<file path="config.mk">
export PLATFORM = sky130hd
export DESIGN_NAME = sim_run_controller
export DESIGN_NICKNAME = d
export VERILOG_FILES = /design/src/rtl/sim_run_pkg.sv /design/src/rtl/sim_sat_counter.sv /design/src/rtl/sim_run_controller.sv
export SDC_FILE = /design/constraint.sdc
export NUM_CORES = 1
export LEC_CHECK = 0
export CAP_MARGIN = 20
export CORE_MARGIN = 10
export CORE_UTILIZATION = 50
export CTS_CLUSTER_DIAMETER = 50
export DETAILED_ROUTE_END_ITERATION = 7
export HOLD_SLACK_MARGIN = 0.1
export PLACE_DENSITY_LB_ADDON = 0.2
export SYNTH_ARGS = -nofsm -noshare
export SYNTH_HDL_FRONTEND = slang
export SYNTH_HIERARCHICAL = 1
export SYNTH_SLANG_ARGS = --single-unit
export TNS_END_PERCENT = 10
</file>
<file path="constraint.sdc">
create_clock -name clk -period 3.05 [get_ports clk]
set_clock_uncertainty 0.2 [all_clocks]
set_input_delay 0.4575 -clock clk [delete_from_list [all_inputs] [get_ports clk]]
set_output_delay 0.4575 -clock clk [all_outputs]
set_load 0.1 [all_outputs]
</file>
<file path="src/rtl/sim_run_pkg.sv">
// Shared types for the simulation run supervisor.
//   run_state_t : supervisor states (reset hold, run, error drain, terminal done)
//   fail_code_t : terminal failure reason reported on fail_code
package sim_run_pkg;

  typedef enum logic [1:0] {
    RESET_HOLD = 2'd0,
    RUN        = 2'd1,
    DRAIN      = 2'd2,
    DONE       = 2'd3
  } run_state_t;

  typedef enum logic [2:0] {
    FC_NONE    = 3'd0,
    FC_MON     = 3'd1,
    FC_MEM     = 3'd2,
    FC_TIMEOUT = 3'd3,
    FC_STALL   = 3'd4
  } fail_code_t;

endpackage

</file>
<file path="src/rtl/sim_sat_counter.sv">
// Saturating up-counter with synchronous clear.
//   clk     : clock
//   rst     : synchronous active-low reset (0 = reset)
//   i_clr   : clear to zero (wins over increment)
//   i_inc   : increment by one, holding at all-ones
//   o_count : registered count
module sim_sat_counter #(
  parameter int unsigned W = 32
) (
  input  logic         clk,
  input  logic         rst,
  input  logic         i_clr,
  input  logic         i_inc,
  output logic [W-1:0] o_count
);

  logic [W-1:0] r_count;

  always_ff @(posedge clk) begin
    if (!rst) begin
      r_count <= '0;
    end else if (i_clr) begin
      r_count <= '0;
    end else if (i_inc && (r_count != '1)) begin
      r_count <= r_count + W'(1);
    end
  end

  assign o_count = r_count;

endmodule

</file>
<file path="src/rtl/sim_run_controller.sv">
// Run supervisor for the simulation top: sequences DUT reset, watches halt /
// commit strobes and error flags, enforces global and no-progress timeouts,
// and reports one terminal verdict.
//   clk, rst        : clock, synchronous active-low reset
//   halt_mode       : 0 = any channel halting passes, 1 = all channels (sticky)
//   halt, commit    : per-channel halt strobe and commit valid
//   mon_error       : monitor error flag
//   mem_error       : memory model error flag
//   dut_rst         : active-high reset to DUT and memory model
//   running         : high while in RUN
//   done            : sticky terminal verdict valid
//   pass, fail_code : verdict (valid when done)
//   cycle_count     : RUN cycles elapsed, saturating
module sim_run_controller
  import sim_run_pkg::*;
#(
  parameter int unsigned CHANNELS       = 8,
  parameter int unsigned RESET_CYCLES   = 2,
  parameter int unsigned TIMEOUT_CYCLES = 10000000,
  parameter int unsigned STALL_CYCLES   = 100000,
  parameter int unsigned DRAIN_CYCLES   = 5,
  parameter int unsigned CNT_W          = 32
) (
  input  logic                clk,
  input  logic                rst,
  input  logic                halt_mode,
  input  logic [CHANNELS-1:0] halt,
  input  logic [CHANNELS-1:0] commit,
  input  logic                mon_error,
  input  logic                mem_error,
  output logic                dut_rst,
  output logic                running,
  output logic                done,
  output logic                pass,
  output logic [2:0]          fail_code,
  output logic [CNT_W-1:0]    cycle_count
);

  // RESET_CYCLES=0 and DRAIN_CYCLES=0 both collapse to a single cycle.
  localparam int unsigned RST_LAST   = (RESET_CYCLES == 0) ? 0 : RESET_CYCLES - 1;
  localparam int unsigned DRAIN_LAST = (DRAIN_CYCLES == 0) ? 0 : DRAIN_CYCLES - 1;
  // Limits compared against count+1 one bit wider so a saturated count cannot wrap.
  localparam logic [CNT_W:0] TIMEOUT_LIM = (CNT_W+1)'(TIMEOUT_CYCLES);
  localparam logic [CNT_W:0] STALL_LIM   = (CNT_W+1)'(STALL_CYCLES);

  run_state_t          r_state;
  logic                r_dut_rst;
  logic                r_running;
  logic                r_done;
  logic                r_pass;
  fail_code_t          r_fail_code;
  logic [CHANNELS-1:0] r_halted_mask;

  logic [CNT_W-1:0]    w_cycle_cnt;
  logic [CNT_W-1:0]    w_stall_cnt;
  logic [CNT_W-1:0]    w_rst_cnt;
  logic [CNT_W-1:0]    w_drain_cnt;
  logic                w_in_run;
  logic                w_any_commit;
  logic                w_halt_ok;
  logic                w_timeout;
  logic                w_stall;
  logic [CNT_W:0]      w_cycle_p1;
  logic [CNT_W:0]      w_stall_p1;

  assign w_in_run     = (r_state == RUN);
  assign w_any_commit = |commit;

  // Counters: cycle and stall advance only in RUN; drain count restarts on every
  // RUN cycle so it is zero on entry to DRAIN.
  sim_sat_counter #(.W(CNT_W)) u_cycle_cnt (
    .clk(clk), .rst(rst), .i_clr(1'b0), .i_inc(w_in_run), .o_count(w_cycle_cnt)
  );

  sim_sat_counter #(.W(CNT_W)) u_stall_cnt (
    .clk(clk), .rst(rst), .i_clr(w_in_run && w_any_commit),
    .i_inc(w_in_run && !w_any_commit), .o_count(w_stall_cnt)
  );

  sim_sat_counter #(.W(CNT_W)) u_rst_cnt (
    .clk(clk), .rst(rst), .i_clr(1'b0), .i_inc(r_state == RESET_HOLD),
    .o_count(w_rst_cnt)
  );

  sim_sat_counter #(.W(CNT_W)) u_drain_cnt (
    .clk(clk), .rst(rst), .i_clr(w_in_run), .i_inc(r_state == DRAIN),
    .o_count(w_drain_cnt)
  );

  // RUN-cycle evaluation terms.
  assign w_cycle_p1 = (CNT_W+1)'(w_cycle_cnt) + (CNT_W+1)'(1);
  assign w_stall_p1 = (CNT_W+1)'(w_stall_cnt) + (CNT_W+1)'(1);
  assign w_halt_ok  = halt_mode ? (&(r_halted_mask | halt)) : (|halt);
  assign w_timeout  = (TIMEOUT_CYCLES != 0) && (w_cycle_p1 >= TIMEOUT_LIM);
  assign w_stall    = (STALL_CYCLES != 0) && (w_stall_p1 >= STALL_LIM);

  // Supervisor FSM with registered outputs.
  always_ff @(posedge clk) begin
    if (!rst) begin
      r_state       <= RESET_HOLD;
      r_dut_rst     <= 1'b1;
      r_running     <= 1'b0;
      r_done        <= 1'b0;
      r_pass        <= 1'b0;
      r_fail_code   <= FC_NONE;
      r_halted_mask <= '0;
    end else begin
      case (r_state)
        RESET_HOLD: begin
          r_dut_rst <= 1'b1;
          if (w_rst_cnt == CNT_W'(RST_LAST)) begin
            r_state   <= RUN;
            r_dut_rst <= 1'b0;
            r_running <= 1'b1;
          end
        end

        RUN: begin
          r_halted_mask <= r_halted_mask | halt;
          // Errors outrank halt; halt outranks the timeouts.
          if (mon_error) begin
            r_state     <= DRAIN;
            r_running   <= 1'b0;
            r_fail_code <= FC_MON;
          end else if (mem_error) begin
            r_state     <= DRAIN;
            r_running   <= 1'b0;
            r_fail_code <= FC_MEM;
          end else if (w_halt_ok) begin
            r_state   <= DONE;
            r_running <= 1'b0;
            r_done    <= 1'b1;
            r_pass    <= 1'b1;
          end else if (w_timeout) begin
            r_state     <= DONE;
            r_running   <= 1'b0;
            r_done      <= 1'b1;
            r_fail_code <= FC_TIMEOUT;
          end else if (w_stall) begin
            r_state     <= DONE;
            r_running   <= 1'b0;
            r_done      <= 1'b1;
            r_fail_code <= FC_STALL;
          end
        end

        DRAIN: begin
          // Hold off the fail verdict so the waveform captures the aftermath.
          if (w_drain_cnt >= CNT_W'(DRAIN_LAST)) begin
            r_state <= DONE;
            r_done  <= 1'b1;
          end
        end

        DONE: begin
          r_state <= DONE;
        end

        default: begin
          r_state <= RESET_HOLD;
        end
      endcase
    end
  end

  assign dut_rst     = r_dut_rst;
  assign running     = r_running;
  assign done        = r_done;
  assign pass        = r_pass;
  assign fail_code   = r_fail_code;
  assign cycle_count = w_cycle_cnt;

endmodule

</file>
==> summary.md, run 1 <==
### Min path
* 2 — number of cells traversed by the worst hold path
* u_drain_cnt/o_count[30] — endpoint of the worst hold-timing path
* register to register — HP Class
* u_drain_cnt/o_count[30] — worst min-delay path startpoint

### Placed design
* 15.08 mm — Final HPWL DP
* 0.8643 — Placer Congestion
* 59 — port buffer count

### Synth
* 0.3522 — area fraction of the dominant cell type after synthesis
* 8242 um2 — synthesized cell area
* sky130_fd_sc_hd__dfxtp_1 — count leader, synth
* sky130_fd_sc_hd__dfxtp_1, sky130_fd_sc_hd__a21oi_1, sky130_fd_sc_hd__nor2_1 — cell types with the highest counts after synthesis
* 0.3522 — part of the Yosys area used for sequential elements
* 1024 — number of instances in the synthesized netlist
* sky130_fd_sc_hd__dfxtp_1 — cell accounting for the most synthesized area
* 0 — proportion of register bits with asynchronous set or reset after synthesis
* 0 — number of enable-type register cells in the synthesized netlist
* 71 — Unique masters post-synth
* 6 — Yosys warning total
* sky130_fd_sc_hd__dfxtp_1 — most used flip-flop cell after synthesis
* 145 — number of storage elements in the synthesis netlist
* sky130_fd_sc_hd__dfxtp_1, sky130_fd_sc_hd__a21oi_1, sky130_fd_sc_hd__nand4_1 — cell types with the largest area share after synthesis
* 8.048 um2 — syn_area_per_cell

### Detailed routing
* 0 — DRC
* 8185 — via total after detailed routing
* 16.02 um — routed len/inst
* 0 — antenna-violating nets left
* 21.41 mm — final WL
* 5 — total iterations of the first detailed-routing run
* 6.126 — post-detailed-route via-to-cell ratio
* 779 — Starting DRT DRC Count

### Timing
* 0 — Max Transition Viols Final
* 0 — number of setup violations in the final report
* 2.845 ns — minimum clock period
* 0.6774 ns — worst slew pin tran
* false — RSZ-0062 raised after global routing
* 0.9329 — post-route clock period utilization
* 351.4 MHz — maximum clock frequency
* 0 ns — Setup Total Neg Slack
* 0 — count of endpoints failing hold in the final timing report
* 0.5443 — worst slew margin relative to its limit

### CTS
* 2 — clock tree buffer depth
* 17 — number of buffers created by CTS
* 0.06 ns — clock slew at the register clock pins of the worst setup and hold paths
* 4 — number of H-tree levels
* 145 — CTS Sinks
* sky130_fd_sc_hd__clkbuf_16 — clk root buf
* 0.44 ns — insertion delay to the later sink of the worst-skew pair
* built — TritonCTS clock tree

### Power and ir drop
* 0.4440 mV — maximum VDD drop
* 0.403 — power share of the clock group
* 0.399 — fraction of power consumed by sequential logic
* 0.001626 W — Switch Pwr
* 3.235 nW — Leakage Power
* 0.003445 W — internal power summed over all cells
* 0.198 — power share of the combinational group
* 0.005071 W — total chip power
* 519.3 nW/um2 — Power per Cell Area
* 0.3207 — Sw Share

### Setup path
* 3.21 ns — data required time at the worst endpoint
* sky130_fd_sc_hd__or4_4 — CP max-delay cell
* compound AO/OA/AOI/OAI gates — Worst path top cell family by delay
* 7 — CP Max Fanout
* u_stall_cnt/o_count[1] — start of the worst register-to-register path
* 8 — Worst R2R Path Depth
* register — category of the worst setup path capture point
* register to register — type of the worst setup path
* 0.61 ns — delay of the slowest cell on the worst path
* r_state[1] — endpoint of the worst-slack reg-to-reg timing path
* register — startpoint class of the critical path
* sky130_fd_sc_hd__a2111oi_2 — most prevalent standard cell on the critical path
* 3.00 ns — Data arrival, critical path
* nand2_1 > or4_4 > a2111oi_2 > a21oi_1 > a2111oi_2 > nand3_2 > o21ai_4 > mux2i_1 — critical path, cell by cell
* 0 — worst path bufs/invs
* 0.20 ns — worst setup slack for register-to-register paths

### Global routing
* 31 — maximum number of pins on one net before global-route repair
* 7381 — vias in the first global route
* 0 — initial antenna violation count
* 0 — GRT overflow
* 36.23 mm — first-pass GRT wire length
* 0.1940 — aggregate global-route resource usage

### Die
* 16000 um2 — core area
* 22020 um2 — full die area
* 148.4 um — vertical die dimension
* 148.4 um — die extent in x
* 60 — I/O pins
* 0.5151 — starting density of the core
* 46 — number of placement rows

### Flow run
* 0 — total of max-cap violations

### Cells and area
* 18.49% — layout overhead on the synthesized area
* 2913 um2 — FF+latch area
* 1505 — number of filler instances in the final layout
* 1137 — count of nets after finishing
* 0.1545 — layout cell share with drive strength beyond 1
* 5124 um2 — area occupied by multi-input gates
* 0 — diode insertion count for antenna repair

### Outcome
* finished, final reports clean — outcome

==> worst register-to-register path, stage by stage (launching register included) <==
cell and delay [ns]:
sky130_fd_sc_hd__dfxtp_1 0.38, sky130_fd_sc_hd__nand2_1 0.14, sky130_fd_sc_hd__or4_4 0.61, sky130_fd_sc_hd__a2111oi_2 0.30
sky130_fd_sc_hd__a21oi_1 0.08, sky130_fd_sc_hd__a2111oi_2 0.38, sky130_fd_sc_hd__nand3_2 0.25, sky130_fd_sc_hd__o21ai_4 0.25
sky130_fd_sc_hd__mux2i_1 0.19
==> flip-flops by register name (all words and copies together), names as in the netlist, 2 cells and up <==
name,count
r_halted_mask,8
u_stall_cnt/o_count,32
u_rst_cnt/o_count,32
fail_code,3
u_drain_cnt/o_count,32
r_state,2
u_cycle_cnt/o_count,32
==> how the worst max path moves through the flow <==
stage / end / cells after the start / from
6_report: r_state[1] / 8 / u_stall_cnt/o_count[1]
5_1_grt: r_state[0] / 8 / u_stall_cnt/o_count[3]
4_1_cts: r_state[1] / 8 / u_stall_cnt/o_count[2]
3_5_place_dp: u_stall_cnt/o_count[30] / 7 / commit[5]
3_3_place_gp: u_stall_cnt/o_count[18] / 8 / commit[5]
2_1_floorplan: running / 8 / u_cycle_cnt/o_count[4]
==> per-stage QoR <==
step                      area (um2)  hold WS (ns)  std cells  setup WS [ns]  utilization
after CTS                       9731        0.2967       1334         0.1467       0.6081
final                           9766        0.2928       1336         0.2045       0.6103
after floorplan                 8260        0.2544       1027       0.003130            -
after global placement          9153        0.2726       1303         0.1181       0.5720
after global routing            9766        0.3101       1336        0.02044       0.6103
after detailed placement        9153        0.2832       1303        0.06262       0.5720
==> power groups by stage <==
stage	registers, W	logic, W	clock network, W
after floorplan	0.00226	0.000517	0
after global placement	0.00207	0.000979	0
after detailed placement	0.00207	0.000988	0
after CTS	0.00202	0.000993	0.00208
after global routing	0.00203	0.00108	0.00216
final	0.00203	0.00100	0.00204
==> layout make-up <==
cell class | count | share of cell area
Clock buffer | 19 | 0.04638
Multi-Input combinational cell | 826 | 0.5247
Clock inverter | 12 | 0.01281
Inverter | 18 | 0.006919
Tap cell | 216 | 0.02767
Sequential cell | 145 | 0.2983
Timing Repair Buffer | 100 | 0.08328
==> cells by family after synthesis <==
group / share of synthesized area
AOI/OAI and AO/OA: 0.1901
buffers and inverters: 0.02960
xor gates and xnor gates: 0.04251
and+or+nand+nor: 0.3609
other: 0.0004550
adders and majority gates: 0.01215
DFF: 0.3522
muxes: 0.01215
==> metal layers <==
metal	wire length [um]	GRT usage	vias to the layer above
li1	-	-	4082
met4	312	0.06293	0
met1	10360	0.2642	3856
met2	9675	0.3009	221
met3	1065	0.03762	26
met5	0	0	-
==> layout by cell type (no fill, tap or decap), types with 11 or more instances in the layout <==
cell	instances
sky130_fd_sc_hd__nand3_1	45
sky130_fd_sc_hd__nor4_1	31
sky130_fd_sc_hd__o21ai_1	32
sky130_fd_sc_hd__or2_2	11
sky130_fd_sc_hd__or3_1	54
sky130_fd_sc_hd__inv_1	18
sky130_fd_sc_hd__clkdlybuf4s50_1	20
sky130_fd_sc_hd__nor2_1	85
sky130_fd_sc_hd__nand2_1	77
sky130_fd_sc_hd__and3_1	31
sky130_fd_sc_hd__or4_1	12
sky130_fd_sc_hd__o21ai_0	32
sky130_fd_sc_hd__a21oi_1	92
sky130_fd_sc_hd__xnor2_1	38
sky130_fd_sc_hd__nand4_1	66
sky130_fd_sc_hd__a211oi_1	18
sky130_fd_sc_hd__and4_1	14
sky130_fd_sc_hd__clkbuf_16	17
sky130_fd_sc_hd__buf_4	79
sky130_fd_sc_hd__dfxtp_1	137
sky130_fd_sc_hd__nor3_1	12
sky130_fd_sc_hd__nor2b_1	14
==> repair_timing <==
item | CTS | global route
buffers inserted | 0 | 2
endpoints found under the setup margin | 0 | 5
hold buffers | 0 | 0
resized for setup | 0 | 6
(Power assumes the default switching activity.)
==> inputs of run 2 (changes only) <==
--- a/config.mk
+++ b/config.mk
@@ -8,6 +8,7 @@
 export CAP_MARGIN = 20
 export CORE_MARGIN = 10
 export CORE_UTILIZATION = 50
+export CTS_BUF_LIST = sky130_fd_sc_hd__clkbuf_8 sky130_fd_sc_hd__clkbuf_16
 export CTS_CLUSTER_DIAMETER = 50
 export DETAILED_ROUTE_END_ITERATION = 7
 export HOLD_SLACK_MARGIN = 0.1
==> constraint.sdc (replaced) <==
create_clock -name clk -period 2.9 [get_ports clk]
set_clock_uncertainty 0.2 [all_clocks]
set_input_delay 0.435 -clock clk [delete_from_list [all_inputs] [get_ports clk]]
set_output_delay 0.435 -clock clk [all_outputs]
set_load 0.1 [all_outputs]
==> summary.md, run 2 (same netlist as run 1, synthesis figures left out) <==
### Cells and area
* sky130_fd_sc_hd__dfxtp_1, sky130_fd_sc_hd__buf_4, sky130_fd_sc_hd__a21oi_1, sky130_fd_sc_hd__nor2_1, sky130_fd_sc_hd__nand2_1 — highest-count cells in the layout ignoring fill and taps
* sky130_fd_sc_hd__dfxtp_1 — commonest non-fill, non-tap cell in the layout
* 20.31% — layout overhead on the synthesized area
* 0 — diode insertion count for antenna repair
* 1151 — count of nets after finishing
* 0.1737 — layout cell share with drive strength beyond 1
* 9916 um2 — Finished Cell Area
* 1350 — final cell count without fillers

### Placed design
* 59 — port buffer count
* 9266 um2 — cell area after placement
* 0.8844 — Placer Congestion
* 15.67 mm — Final HPWL DP
* 1317 — number of cells in the design after placement
* -0.04644 ns — pre-CTS setup slack

### Flow run
* 0 — total of max-cap violations

### Timing
* 0 — count of endpoints failing hold in the final timing report
* 0.5261 — worst slew margin relative to its limit
* 0.07128 ns — Setup WS post-layout
* 0 — number of setup violations in the final report
* 0 — Max Transition Viols Final
* 353.5 MHz — maximum clock frequency
* 0 ns — Setup Total Neg Slack
* 0.6930 ns — worst slew pin tran
* 2.829 ns — minimum clock period
* 0.9754 — post-route clock period utilization

### Setup path
* 2.95 ns — Data arrival, critical path
* fail_code[2] — endpoint of the worst-slack reg-to-reg timing path
* 3.02 ns — data required time at the worst endpoint
* 0.07 ns — worst setup slack for register-to-register paths
* register — startpoint class of the critical path
* register to register — type of the worst setup path
* register — category of the worst setup path capture point
* u_stall_cnt/o_count[11] — start of the worst register-to-register path
* 8 — Worst R2R Path Depth
* 7 — CP Max Fanout

### Min path
* r_halted_mask[5] — worst min-delay path startpoint
* register to register — HP Class
* r_halted_mask[5] — endpoint of the worst hold-timing path
* 2 — number of cells traversed by the worst hold path

### Detailed routing
* 738 — Starting DRT DRC Count
* 8228 — via total after detailed routing
* 0 — DRC
* 21.96 mm — final WL
* 5 — total iterations of the first detailed-routing run
* 6.095 — post-detailed-route via-to-cell ratio
* 0 — antenna-violating nets left
* 16.27 um — routed len/inst

### Die
* 60 — I/O pins
* 46 — number of placement rows
* 148.4 um — vertical die dimension
* 16000 um2 — core area
* 22020 um2 — full die area
* 148.4 um — die extent in x
* 0.5151 — starting density of the core

### Power and ir drop
* 0.4927 mV — maximum VDD drop
* 3.319 nW — Leakage Power
* 534.6 nW/um2 — Power per Cell Area
* 0.005301 W — total chip power

### CTS
* 0.42 ns — insertion delay to the later sink of the worst-skew pair
* 2 — clock tree buffer depth
* 145 — CTS Sinks
* 4 — number of H-tree levels
* 17 — number of buffers created by CTS
* 0 — CTS hold repair buffers
* built — TritonCTS clock tree
* sky130_fd_sc_hd__clkbuf_16 — clk root buf
* 0.06 ns — clock slew at the register clock pins of the worst setup and hold paths

### Outcome
* finished, final reports clean — outcome

### Global routing
* 0.1988 — aggregate global-route resource usage
* 7662 — vias in the first global route
* 37.05 mm — first-pass GRT wire length
* 0 — initial antenna violation count
* 0 — GRT overflow
* 31 — maximum number of pins on one net before global-route repair

## run 2: timing repair
action | in CTS | in global routing
cloned | 0 | 0
setup endpoints to repair | 3 | 7
setup buffers | 0 | 2
pin swaps | 1 | 4
gates resized for setup | 2 | 12
## run 2: area by class of cell
class,instances,area (um2)
Fill cell,1435,6085
Timing Repair Buffer,114,918.4
Clock inverter,13,123.9
Tap cell,216,270.3
Inverter,18,67.56
Sequential cell,145,2922
Clock buffer,18,439.2
Multi-Input combinational cell,826,5175
## run 2: worst max-delay path, cell delays in order, from the launching register on
cell	delay, ns
sky130_fd_sc_hd__dfxtp_1	0.40
sky130_fd_sc_hd__nand4_1	0.29
sky130_fd_sc_hd__nor2_2	0.24
sky130_fd_sc_hd__nand2_2	0.08
sky130_fd_sc_hd__or4_4	0.53
sky130_fd_sc_hd__a2111oi_4	0.42
sky130_fd_sc_hd__nand3_4	0.17
sky130_fd_sc_hd__buf_4	0.17
sky130_fd_sc_hd__a31o_2	0.21
## run 2: stage by stage
stage,util,hold WS [ns]
after floorplan,-,0.2544
after global placement,0.5791,0.2696
after detailed placement,0.5791,0.2801
after CTS,0.6147,0.2926
after global routing,0.6197,0.3194
final,0.6197,0.2932
## run 2: routing by layer
layer	wire length [um]	track usage	share of wire
met5	0	0	0
met4	261	0.05550	0.012
met3	1315	0.04339	0.060
met2	10200	0.3133	0.46
met1	10190	0.2670	0.46
## run 2: power by group
group | switching, W | internal [W]
sequential | 0.0000676 | 0.00206
clock | 0.000836 | 0.00127
combinational | 0.000731 | 0.000335
## run 2: worst max-delay path by stage
stage	from	depth (start not counted)	end	slack, ns
3_3_place_gp	commit[5]	7	u_stall_cnt/o_count[21]	0.06
5_1_grt	u_stall_cnt/o_count[11]	8	fail_code[2]	-0.02
6_report	u_stall_cnt/o_count[11]	8	fail_code[2]	0.07
3_5_place_dp	u_stall_cnt/o_count[3]	8	r_state[0]	-0.05
2_1_floorplan	u_cycle_cnt/o_count[12]	8	running	-0.01
4_1_cts	u_stall_cnt/o_count[3]	9	r_state[0]	0.03
